`src/rtl/ctrl_pkg.sv`:
```
// Shared encodings for the Mini-SRC hard-wired control unit.
// States, instruction classes, opcodes, ALU codes, IR fields.
package ctrl_pkg;

  typedef enum logic [3:0] {
    S_IDLE,
    S_T0,
    S_T1,
    S_T2,
    S_T3,
    S_T4,
    S_T5,
    S_T6,
    S_T7,
    S_WAIT,
    S_HALT
  } state_e;

  typedef enum logic [2:0] {
    C_RTYPE,
    C_ITYPE,
    C_LD,
    C_ST,
    C_MULDIV,
    C_NOP,
    C_HALT,
    C_ILL
  } iclass_e;

  localparam logic [4:0] OP_LD   = 5'b00000;
  localparam logic [4:0] OP_ST   = 5'b00010;
  localparam logic [4:0] OP_ADD  = 5'b00011;
  localparam logic [4:0] OP_ROL  = 5'b01011;
  localparam logic [4:0] OP_ADDI = 5'b01100;
  localparam logic [4:0] OP_ANDI = 5'b01101;
  localparam logic [4:0] OP_ORI  = 5'b01110;
  localparam logic [4:0] OP_MUL  = 5'b01111;
  localparam logic [4:0] OP_DIV  = 5'b10000;
  localparam logic [4:0] OP_NOP  = 5'b11010;
  localparam logic [4:0] OP_HALT = 5'b11011;

  localparam logic [4:0] ALU_ADD = 5'b00011;
  localparam logic [4:0] ALU_AND = 5'b00101;
  localparam logic [4:0] ALU_OR  = 5'b00110;

  localparam int OP_HI = 31;
  localparam int OP_LO = 27;
  localparam int RA_HI = 26;
  localparam int RA_LO = 23;
  localparam int RB_HI = 22;
  localparam int RB_LO = 19;
  localparam int RC_HI = 18;
  localparam int RC_LO = 15;

  function automatic logic [15:0] onehot16(
    input logic [3:0] r
  );
    return 16'h0001 << r;
  endfunction

endpackage

```
`src/rtl/ctrl_decode.sv`:
```
// Opcode to instruction class and ALU code.
// CTRL_MULDIV_EN enables the mul/div class.
module ctrl_decode
  import ctrl_pkg::*;
(
  input  logic [4:0] op_i,
  output logic [2:0] cls_o,
  output logic [4:0] alu_o
);

  logic is_r;
  logic is_md;

  assign is_r = (op_i >= OP_ADD) &&
                (op_i <= OP_ROL);

`ifdef CTRL_MULDIV_EN
  assign is_md = (op_i == OP_MUL) ||
                 (op_i == OP_DIV);
`else
  assign is_md = 1'b0;
`endif

  always_comb begin
    cls_o = C_ILL;
    alu_o = '0;
    unique case (1'b1)
      is_r: begin
        cls_o = C_RTYPE;
        alu_o = op_i;
      end
      op_i == OP_ADDI: begin
        cls_o = C_ITYPE;
        alu_o = ALU_ADD;
      end
      op_i == OP_ANDI: begin
        cls_o = C_ITYPE;
        alu_o = ALU_AND;
      end
      op_i == OP_ORI: begin
        cls_o = C_ITYPE;
        alu_o = ALU_OR;
      end
      is_md: begin
        cls_o = C_MULDIV;
        alu_o = op_i;
      end
      op_i == OP_LD: begin
        cls_o = C_LD;
        alu_o = ALU_ADD;
      end
      op_i == OP_ST: begin
        cls_o = C_ST;
        alu_o = ALU_ADD;
      end
      op_i == OP_NOP:  cls_o = C_NOP;
      op_i == OP_HALT: cls_o = C_HALT;
      default: ;
    endcase
  end

endmodule

```
`src/rtl/ctrl_sequencer.sv`:
```
// Fetch/decode/execute sequencer for the Mini-SRC datapath.
// Optional mul/div sequences under CTRL_MULDIV_EN.
module ctrl_sequencer
  import ctrl_pkg::*;
#(
  parameter int CNT_W = 16
) (
  input  logic             clock,
  input  logic             clear,
  input  logic             run,
  input  logic [31:0]      ir,
  input  logic             mem_ready,
  output logic [15:0]      reg_in,
  output logic [15:0]      reg_out,
  output logic             pc_out,
  output logic             zlow_out,
  output logic             zhigh_out,
  output logic             mdr_out,
  output logic             hi_out,
  output logic             lo_out,
  output logic             c_out,
  output logic             pc_in,
  output logic             ir_in,
  output logic             mar_in,
  output logic             mdr_in,
  output logic             y_in,
  output logic             z_in,
  output logic             hi_in,
  output logic             lo_in,
  output logic             inc_pc,
  output logic             read,
  output logic             write,
  output logic [4:0]       alu_ctrl,
  output logic             busy,
  output logic             halted,
  output logic             illegal,
  output logic [CNT_W-1:0] retired
);

  state_e           state_q, state_d;
  logic [CNT_W-1:0] retired_q, retired_d;
  logic             done;
  logic [2:0]       cls_w;
  iclass_e          cls;
  logic [4:0]       alu;
  logic [15:0]      oh_ra, oh_rb, oh_rc;
  logic             unused_ir;

  ctrl_decode u_dec (
    .op_i  (ir[OP_HI:OP_LO]),
    .cls_o (cls_w),
    .alu_o (alu)
  );

  assign cls   = iclass_e'(cls_w);
  assign oh_ra = onehot16(ir[RA_HI:RA_LO]);
  assign oh_rb = onehot16(ir[RB_HI:RB_LO]);
  assign oh_rc = onehot16(ir[RC_HI:RC_LO]);
  assign unused_ir = ^ir[RC_LO-1:0];

  always_ff @(posedge clock or negedge clear) begin
    if (!clear) begin
      state_q   <= S_IDLE;
      retired_q <= '0;
    end else begin
      state_q   <= state_d;
      retired_q <= retired_d;
    end
  end

  assign retired = retired_q;
  assign retired_d = done ? retired_q + CNT_W'(1)
                          : retired_q;

  always_comb begin
    state_d = state_q;
    done    = 1'b0;
    unique case (state_q)
      S_IDLE: if (run) state_d = S_T0;
      S_T0:   state_d = S_T1;
      S_T1:   if (mem_ready) state_d = S_T2;
      S_T2: begin
        unique case (cls)
          C_HALT:       state_d = S_HALT;
          C_NOP, C_ILL: done = 1'b1;
          default:      state_d = S_T3;
        endcase
      end
      S_T3: state_d = S_T4;
      S_T4: state_d = S_T5;
      S_T5: begin
        if (cls == C_RTYPE || cls == C_ITYPE)
          done = 1'b1;
        else
          state_d = S_T6;
      end
      S_T6: begin
        unique case (cls)
          C_LD:    if (mem_ready) state_d = S_T7;
          C_ST:    state_d = S_T7;
          default: done = 1'b1;
        endcase
      end
      S_T7: begin
        if (cls == C_LD || mem_ready)
          done = 1'b1;
      end
      S_HALT:  state_d = S_HALT;
      default: state_d = S_IDLE;
    endcase
    // run is only looked at when an instruction retires
    if (done) state_d = run ? S_T0 : S_IDLE;
  end

  always_comb begin
    reg_in    = '0;
    reg_out   = '0;
    pc_out    = 1'b0;
    zlow_out  = 1'b0;
    zhigh_out = 1'b0;
    mdr_out   = 1'b0;
    hi_out    = 1'b0;
    lo_out    = 1'b0;
    c_out     = 1'b0;
    pc_in     = 1'b0;
    ir_in     = 1'b0;
    mar_in    = 1'b0;
    mdr_in    = 1'b0;
    y_in      = 1'b0;
    z_in      = 1'b0;
    hi_in     = 1'b0;
    lo_in     = 1'b0;
    inc_pc    = 1'b0;
    read      = 1'b0;
    write     = 1'b0;
    alu_ctrl  = '0;
    illegal   = 1'b0;
    busy      = (state_q != S_IDLE) &&
                (state_q != S_HALT);
    halted    = (state_q == S_HALT);
    unique case (state_q)
      S_T0: begin
        pc_out = 1'b1;
        mar_in = 1'b1;
        inc_pc = 1'b1;
        z_in   = 1'b1;
      end
      S_T1: begin
        zlow_out = 1'b1;
        pc_in    = 1'b1;
        read     = 1'b1;
        mdr_in   = 1'b1;
      end
      S_T2: begin
        mdr_out = 1'b1;
        ir_in   = 1'b1;
        illegal = (cls == C_ILL);
      end
      S_T3: begin
        y_in    = 1'b1;
        reg_out = (cls == C_MULDIV) ? oh_ra
                                    : oh_rb;
      end
      S_T4: begin
        z_in     = 1'b1;
        alu_ctrl = alu;
        unique case (cls)
          C_RTYPE:  reg_out = oh_rc;
          C_MULDIV: reg_out = oh_rb;
          default:  c_out = 1'b1;
        endcase
      end
      S_T5: begin
        zlow_out = 1'b1;
        unique case (cls)
          C_RTYPE, C_ITYPE: reg_in = oh_ra;
`ifdef CTRL_MULDIV_EN
          C_MULDIV:         lo_in = 1'b1;
`endif
          default:          mar_in = 1'b1;
        endcase
      end
      S_T6: begin
        unique case (cls)
          C_LD: begin
            read   = 1'b1;
            mdr_in = 1'b1;
          end
          C_ST: begin
            reg_out = oh_ra;
            mdr_in  = 1'b1;
          end
`ifdef CTRL_MULDIV_EN
          C_MULDIV: begin
            zhigh_out = 1'b1;
            hi_in     = 1'b1;
          end
`endif
          default: ;
        endcase
      end
      S_T7: begin
        if (cls == C_LD) begin
          mdr_out = 1'b1;
          reg_in  = oh_ra;
        end else begin
          write = 1'b1;
        end
      end
      default: ;
    endcase
  end

endmodule

```
`config.mk`:
```
export PLATFORM = sky130hd
export DESIGN_NAME = ctrl_sequencer
export DESIGN_NICKNAME = d
export VERILOG_FILES = /design/src/rtl/ctrl_pkg.sv /design/src/rtl/ctrl_decode.sv /design/src/rtl/ctrl_sequencer.sv
export SDC_FILE = /design/constraint.sdc
export NUM_CORES = 1
export LEC_CHECK = 0
export ABC_AREA = 1
export CAP_MARGIN = 20
export CORE_ASPECT_RATIO = 0.75
export CORE_MARGIN = 2
export CORE_UTILIZATION = 38
export DETAILED_ROUTE_END_ITERATION = 7
export PLACE_DENSITY = 0.79
export SKIP_CTS_REPAIR_TIMING = 1
export SYNTH_ARGS = -nofsm -noshare
export SYNTH_HDL_FRONTEND = slang
export SYNTH_HIERARCHICAL = 1
export SYNTH_SLANG_ARGS = --single-unit
```
`constraint.sdc`:
```
create_clock -name clock -period 2.95 [get_ports clock]
set_clock_uncertainty 0.15 [all_clocks]
set_input_delay 0.4425 -clock clock [delete_from_list [all_inputs] [get_ports clock]]
set_output_delay 0.4425 -clock clock [all_outputs]
set_load 0.1 [all_outputs]
```
==> flow_metrics.py <==
metrics = {
    "clocking": {
        "clock_path_buffers": 2,
        "cts_tree": "built",
        "htree_levels": 1,
        "cts_root_buffer": "clkbuf_8",
        "clkTransAtPathRegs_ns": 0.08,
        "cts_sinks": 20,
        "numCtsBuffers": 3,
        "clkLatencyLatePin_ns": 0.27,
    },
    "final_layout": {
        "antenna_cells": 0,
        "syn_to_final_growth_pct": 69.7,
        "drive_gt1_share_pct": 39.5,
        "most-common-layout-cells": "nand2_1, inv_1, buf_4",
        "layout_commonest_cell": "nand2_1",
        "final-instance-count-excl-fill": 684,
        "utilization_pct": 65.5,
        "layout.nets": 621,
    },
    "synth": {
        "ys.flop_type": "dfrtp_1",
        "synthArstFlopShare_pct": 100,
        "yosys_register_bits": 20,
        "yosysWarnings": 6,
        "synth_edf_count": 0,
        "ys_seq_area_share_pct": 17.9,
        "synth_area_sq_mm": 0.00279,
        "synthesis.area_per_instance_sq_um": 5.91,
        "syn_inst": 472,
        "synth_cell_types": 37,
    },
    "placed_design": {
        "io_buffers": 88,
        "place_ws_ns": -0.345,
        "routabilityCongestion": 0.918,
        "post-dp-hpwl_um": 7330,
        "place_inst": 677,
    },
    "drt": {
        "initialDrtViolationCount": 213,
        "wl_per_cell_um": 13.7,
        "ant_nets": 0,
        "firstDrtPassIters": 5,
        "routed_wl_um": 9380,
        "viasPerCell": 5.23,
        "via_count": 3578,
        "drc_errors": 0,
    },
    "die": {
        "rows": 27,
        "die_h_um": 78.2,
        "die_area_sq_mm": 0.00805,
        "io_pins": 110,
        "initial_core_util_pct": 38.6,
        "die_w_um": 103,
        "fp.coreArea_sq_mm": 0.00723,
    },
    "run_status": {
        "status": "complete, but fails checks",
        "violations": "slew limit",
    },
    "hold_path": {
        "hold_depth": 2,
        "hp-class": "reg -> reg",
    },
    "sta": {
        "holdWs_ns": 0.377,
        "finalHoldViolCount": 0,
        "min_period_over_period_pct": 95.9,
        "report.final.slew_viol_count": 1,
        "fin_ws_ns": 0.120,
        "max_freq_mhz": 353,
        "fin_crit_ns": 2.83,
        "tightest_slew_ns": 1.71,
        "setup_violations": 0,
        "slew_headroom_pct": -14.7,
    },
    "setup_path": {
        "arrival_ns": 2.24,
        "crit_path_start_kind": "input pin",
        "end_kind": "output pin",
        "cp.required_ns": 2.36,
        "path_class": "in -> out",
        "crit_fanout": 7,
        "reg2reg_depth": 8,
    },
    "job": {
        "max-cap-violations": 0,
    },
    "pwr": {
        "power.density_mw_per_mm2": 710,
        "ir_worst_vdd_mv": 0.780,
        "p_leak_nw": 2.26,
        "total_power_mw": 3.36,
    },
    "global_route": {
        "grt_pass1_vias": 3309,
        "grt_max_degree": 23,
        "grt_pass1_wl_um": 15000,
        "antenna_found_initial": 0,
        "track_usage_pct": 22.6,
        "overflow": 0,
    },
}
-- final timing paths --
| check | end | from | slack [ns] |
|---|---|---|---|
| max | reg_out[10] | ir[30] | 0.12 |
| min | retired[13]$_DFFE_PN0P_ | retired[13]$_DFFE_PN0P_ | 0.38 |
| max reg2reg | retired[14]$_DFFE_PN0P_ | state_q[3]$_DFFE_PN0P_ | 1.12 |
| min reg2reg | retired[13]$_DFFE_PN0P_ | retired[13]$_DFFE_PN0P_ | 0.38 |
| max in group asynchronous | retired[5]$_DFFE_PN0P_ | clear | 1.58 |
| min in group asynchronous | retired[13]$_DFFE_PN0P_ | clear | 0.52 |
-- synthesized netlist by cell type (7+ instances only) --
library cell | n | area share (%)
nand3_1 | 44 | 7.9
dfrtp_1 | 20 | 18
buf_4 | 8 | 2.2
o21ai_0 | 12 | 2.2
nor2_4 | 7 | 2.8
a21oi_1 | 10 | 1.8
nand4_1 | 25 | 5.6
nand2_1 | 111 | 15
nor2_1 | 61 | 8.2
inv_1 | 66 | 8.9
nor3_1 | 13 | 2.3
o22ai_1 | 14 | 3.1
nand2_2 | 15 | 3.4
-- through the flow --
stage               area, sq um  setup TNS, ns
floorplan                  2970          -3.10
global placement           4470          -7.82
detailed placement         4470         -10.25
CTS                        4540         -10.41
global route               4740        -0.0342
finish                     4740              0
-- registers in the layout, summed over array words and instances, names as in the netlist --
signal	flops
state_q	4
retired	16
-- logic make-up after synthesis --
logic type | after synthesis | share of synthesized area [%]
DFF | 20 | 17.9
buffers and inverters | 94 | 15.7
AOI/OAI and AO/OA | 49 | 10.7
other | 2 | 0.269
and+or+nand+nor | 295 | 51.5
adders and majority gates | 1 | 0.448
xor gates and xnor gates | 11 | 3.45
-- metal layers --
layer / track usage (%) / wire, um
met5: 0 / 0
met4: 5.00 / 178
met3: 4.36 / 857
met2: 37.5 / 4480
met1: 30.2 / 3860
-- final cells by class --
type,count,area (sq um)
fill,646,2490
inverter,71,267
sequential,20,500
timing repair buffer,126,1590
tap,101,126
clock buffer,3,41.3
multi-input combinational,362,2180
clock inverter,1,30.0
-- worst max-delay path: stages --
cell,delay [ns]
clkbuf_2,0.14
nor2_4,0.15
inv_2,0.05
nor2_4,0.15
nor2_1,0.07
nand2_2,0.10
nand2_2,0.10
nor2_4,0.16
nand2_4,0.10
o21ai_4,0.21
clkbuf_16,0.19
nand2_1,0.07
nand3_2,0.10
buf_12,0.17
-- power by group --
part	switching (mW)	internal, mW	leakage [nW]
clock network	0.0989	0.181	0.0357
registers	0.126	0.359	0.263
logic	1.93	0.667	1.96
total	2.15	1.21	2.26
Power figures use the tool's default switching activity.
